File: src/rtl/instr_fetch_unit.sv
// Fetch stage of the RV32I multi-cycle CPU: owns the PC, drives the ROM address,
// latches the returned word into IR through an IDLE/WAIT/DONE handshake.
module instr_fetch_unit #(
  parameter logic [31:0] RESET_PC    = 32'h0000_0000,
  parameter int unsigned ROM_LATENCY = 0  // extra ROM wait cycles, legal range 0..3
) (
  input  logic        clk_i,
  input  logic        reset_i,
  input  logic        fetch_req_i,
  input  logic        pc_load_i,
  input  logic [1:0]  pc_src_i,
  input  logic [31:0] imm_i,
  input  logic [31:0] rs1_data_i,
  input  logic [31:0] instr_data_i,
  output logic [31:0] instr_addr_o,
  output logic [31:0] pc_o,
  output logic [31:0] pc_plus4_o,
  output logic [31:0] ir_o,
  output logic [31:0] ir_pc_o,
  output logic        instr_valid_o,
  output logic        busy_o,
  output logic        misalign_fault_o
);

  localparam logic [31:0] NopInstr = 32'h0000_0013;
  localparam logic [1:0]  LatInit  = 2'(ROM_LATENCY);

  typedef enum logic [1:0] {StIdle, StWait, StDone} state_e;

  state_e      state_q, state_d;
  logic [1:0]  cnt_q, cnt_d;
  logic [31:0] pc_q, pc_d;
  logic [31:0] ir_q, ir_d;
  logic [31:0] ir_pc_q, ir_pc_d;
  logic        fault_q, fault_d;

  logic [31:0] pc_plus4;
  logic [31:0] target;

  always_comb begin
    pc_plus4 = pc_q + 32'd4;
    case (pc_src_i)
      2'd1:    target = pc_q + imm_i;
      2'd2:    target = (rs1_data_i + imm_i) & ~32'd1;
      default: target = pc_plus4;  // 3 is reserved and behaves as sequential
    endcase
  end

  always_comb begin
    state_d = state_q;
    cnt_d   = cnt_q;
    pc_d    = pc_q;
    ir_d    = ir_q;
    ir_pc_d = ir_pc_q;
    fault_d = fault_q;
    case (state_q)
      StIdle: begin
        // A PC update takes priority; a coincident fetch request is dropped.
        if (pc_load_i) begin
          if (target[1:0] != 2'b00) begin
            fault_d = 1'b1;
          end else begin
            pc_d = target;
          end
        end else if (fetch_req_i) begin
          cnt_d   = LatInit;
          state_d = StWait;
        end
      end
      StWait: begin
        if (cnt_q != 2'd0) begin
          cnt_d = cnt_q - 2'd1;
        end else begin
          ir_d    = instr_data_i;
          ir_pc_d = pc_q;
          state_d = StDone;
        end
      end
      StDone:  state_d = StIdle;
      default: state_d = StIdle;
    endcase
  end

  always_ff @(posedge clk_i or posedge reset_i) begin
    if (reset_i) begin
      state_q <= StIdle;
      cnt_q   <= 2'd0;
      pc_q    <= RESET_PC;
      ir_q    <= NopInstr;
      ir_pc_q <= RESET_PC;
      fault_q <= 1'b0;
    end else begin
      state_q <= state_d;
      cnt_q   <= cnt_d;
      pc_q    <= pc_d;
      ir_q    <= ir_d;
      ir_pc_q <= ir_pc_d;
      fault_q <= fault_d;
    end
  end

  assign instr_addr_o     = pc_q;
  assign pc_o             = pc_q;
  assign pc_plus4_o       = pc_plus4;
  assign ir_o             = ir_q;
  assign ir_pc_o          = ir_pc_q;
  assign instr_valid_o    = (state_q == StDone);
  assign busy_o           = (state_q == StWait);
  assign misalign_fault_o = fault_q;

endmodule
File: config.mk
export PLATFORM = sky130hd
export DESIGN_NAME = instr_fetch_unit
export DESIGN_NICKNAME = d
export VERILOG_FILES = /design/src/rtl/instr_fetch_unit.sv
export SDC_FILE = /design/constraint.sdc
export NUM_CORES = 1
export LEC_CHECK = 0
export ABC_CLOCK_PERIOD_IN_PS = 3200
export CELL_PAD_IN_SITES_DETAIL_PLACEMENT = 0
export CELL_PAD_IN_SITES_GLOBAL_PLACEMENT = 2
export CORE_MARGIN = 5
export CORE_UTILIZATION = 25
export CTS_CLUSTER_SIZE = 40
export DETAILED_ROUTE_END_ITERATION = 8
export MAX_ROUTING_LAYER = met4
export PLACE_DENSITY_LB_ADDON = 0.1
export SLEW_MARGIN = 20
export SYNTH_ARGS = -nofsm -noshare
export SYNTH_HDL_FRONTEND = slang
export SYNTH_SLANG_ARGS = --single-unit
File: constraint.sdc
create_clock -name clk_i -period 3.2 [get_ports clk_i]
set_input_delay 0.64 -clock clk_i [delete_from_list [all_inputs] [get_ports clk_i]]
set_output_delay 0.64 -clock clk_i [all_outputs]
set_load 0.02 [all_outputs]
==> flow_summary.toml <==
[run]
drv_cap = 0

[cts]
tritoncts = "done"
clkSlewWorstSetupHoldPaths_ns = 0.08
clk_root_buffer_cell = "clkbuf_16"
htreeDepth = 3
clk_latency_ns = 0.36
clockBufferDepth = 2
cts_buffers = 9
cts.sinks = 101
cts-hold-fix-buffers = 0

[worst_setup_path]
start_kind = "input port"
r2r_cells = 13
crit_chain = "clkdlybuf4s50_1 -> ha_1 -> nor2b_1 -> o31a_1 -> a311oi_2 -> a21oi_2 -> or2_1 -> o41ai_2 -> mux2i_1 -> o31a_1"
ff2ff_setup_slack_ns = 0.24
cp_slowest_stage_delay_ns = 0.44
worst_ep_arrival_time_ns = 3.39
timing.rr.end = "instr_addr_o[31]$_DFFE_PP0P_"
critPathMaxFanout = 3
cp-end-kind = "flop"
rr_startpoint = "instr_addr_o[3]$_DFFE_PP0P_"
crit_slowest_cell = "clkdlybuf4s50_1"
cp.required_ns = 3.45
crit_type = "in2reg"
critPathMostFrequentCell = "o31a_1"

[placement]
postPlaceCellArea_um2 = 13000
dp.final_hpwl_um = 29300
dp_slack_ns = -0.535
port_buffers = 264
gp_congestion = 0.833

[pwr]
peakVddDrop_mv = 0.398
p_total_w = 0.0120
cellPowerDensity_nw_per_um2 = 880
power_leakage_nw = 6.04

[min_path]
holdPathEnd = "ir_pc_o[2]$_DFFE_PP0P_"
hold_class = "reg2reg"
hold_start = "ir_pc_o[2]$_DFFE_PP0P_"
hold_depth = 2

[route]
drtAntennaViolNets = 0
drc = 0
vias_per_cell = 4.75
drtIter0Drc = 355
drt_pre_antenna_iters = 5
vias = 8724
wl_per_cell_um = 19.3
wl_um = 35400

[yosys]
async_flop_share = 1.00
yosysUniqueCellTypes = 79
synth_top_area_cell = "dfrtp_1"
synth_top_family_by_area = "compound AO/OA/AOI/OAI gates"
yosys.area_share.simple = 0.151
synth.most_common_cell = "dfrtp_1"
synth_commonest_cells = "98 x dfrtp_1, 77 x a21oi_1, 77 x nand2_1, 65 x ha_1, 60 x mux2_2"
synth-seq-cells = 101
synth_area_um2 = 8590
yosysSeqAreaShare = 0.295
synth.yosys.warnings = 0
synth_top_area_frac = 0.286
synth_mux_area_frac = 0.0845
synth-compound-area-share = 0.233
synth_nets = 1135
ys.flop_type = "dfrtp_1"
synth-edff-count = 0
syn_avg_cell_area_um2 = 8.89
synth_xor_area_frac = 0.0755
syn_inst = 966
synthTopCellsByArea = "dfrtp_1 29%, ha_1 9.5%, mux2_2 7.9%, xnor2_1 4.9%, a21oi_1 4.5%"
synthAdderAreaFrac = 0.0994

[timing]
timing.hold.ws_ns = 0.488
relSlewSlack = 0.375
final-setup-viol-count = 0
maxSlewViolCount = 0
setup_tns_ns = 0
period_share = 0.979
setup_slack_ns = 0.0662
max_freq_mhz = 319
period_minus_slack_ns = 3.13
fin_skew_ns = 0.0140
worst_pin_slew_ns = 0.937
hold_viol = 0

[grt]
overflow = 0
grtUsageTotal = 0.185
grt_max_degree = 70
grt_pass1_vias = 8777
antenna_found_initial = 0
grt_pass1_wl_um = 53900

[floorplan]
die_h_um = 195
die_area_um2 = 38200
core_area_um2 = 33700
num_rows = 67
boundaryPins = 265
start_util = 0.255
die_x_um = 195

[cells_and_area]
nets = 1551
area_growth_pct = 59.1
finalInstanceArea_um2 = 13700
drive_gt1_frac = 0.265
diodes = 0

[run_status]
status = "complete, no violations"
-- kinds of logic (layout without fill, tap and decap cells) --
| logic type | after synthesis | after routing |
|---|---|---|
| adder cells (fa/ha/maj) | 67 | 67 |
| AND/OR/NAND/NOR | 261 | 261 |
| XOR/XNOR | 74 | 74 |
| buffers and inverters | 105 | 526 |
| flip-flops | 101 | 101 |
| multiplexers | 65 | 65 |
| AO/OA/AOI/OAI | 293 | 293 |
-- routing by layer --
layer,vias to the layer above,GRT usage,share of wire
met2,219,0.272,0.43
met5,-,-,0
met4,0,0.0349,0.0093
li1,4383,-,-
met1,4102,0.275,0.52
met3,20,0.0229,0.041
-- flip-flops by register name (all words and copies together), names as in the netlist --
| name | cells |
|---|---|
| state_q | 2 |
| cnt_q | 2 |
| ir_o | 32 |
| instr_addr_o | 32 |
| misalign_fault_o | 1 |
| ir_pc_o | 32 |
-- worst max-delay path, delay by kind of cell --
family,cells,cell delay (ns)
AOI/OAI and AO/OA,5,1.38
buffers and inverters,1,0.44
and+or+nand+nor,2,0.39
adders and majority gates,1,0.34
muxes,1,0.19
-- layout make-up --
| class | instances | area [um2] |
|---|---|---|
| Inverter | 31 | 120 |
| Fill cell | 3378 | 20000 |
| Timing Repair Buffer | 479 | 4290 |
| Multi-Input combinational cell | 760 | 5860 |
| Clock buffer | 12 | 246 |
| Tap cell | 448 | 561 |
| Sequential cell | 101 | 2530 |
| Clock inverter | 4 | 55.1 |
-- cell usage in the layout (no fill, tap or decap), types with 27 or more instances in the layout --
cell type / instances
clkdlybuf4s50_1: 230
buf_4: 212
nor2_1: 52
o21ai_0: 36
nand2_1: 75
ha_1: 58
xnor2_1: 47
nand3_1: 35
mux2_2: 60
a21o_1: 27
dfrtp_1: 98
a21oi_1: 70
-- power by group --
group | internal, W | switching (W) | leakage [nW]
Clock | 0.000636 | 0.000523 | 0.144
Combinational | 0.00410 | 0.00447 | 4.68
Sequential | 0.00189 | 0.000407 | 1.21
Total | 0.00662 | 0.00540 | 6.04
-- metrics by stage --
stage	util	instances
6_report	0.405	1835
3_5_place_dp	0.385	1814
3_3_place_gp	0.385	1814
5_1_grt	0.405	1835
2_1_floorplan	-	966
4_1_cts	0.396	1830
-- repair_timing --
action	CTS	global route
setup buffers	0	5
pin swaps	9	37
endpoints found under the setup margin	27	32
resized for setup	35	81
-- how the worst max path moves through the flow --
stage,start,end,slack (ns),cells past startpoint
detailed placement,imm_i[12],instr_addr_o[17]$_DFFE_PP0P_,-0.54,12
finish,imm_i[20],instr_addr_o[30]$_DFFE_PP0P_,0.07,10
global placement,imm_i[12],instr_addr_o[17]$_DFFE_PP0P_,-0.58,12
floorplan,instr_addr_o[3]$_DFFE_PP0P_,pc_plus4_o[30],0.24,9
CTS,imm_i[3],instr_addr_o[25]$_DFFE_PP0P_,-0.01,13
global route,imm_i[20],instr_addr_o[30]$_DFFE_PP0P_,-0.008,10
(Power assumes the default switching activity.)
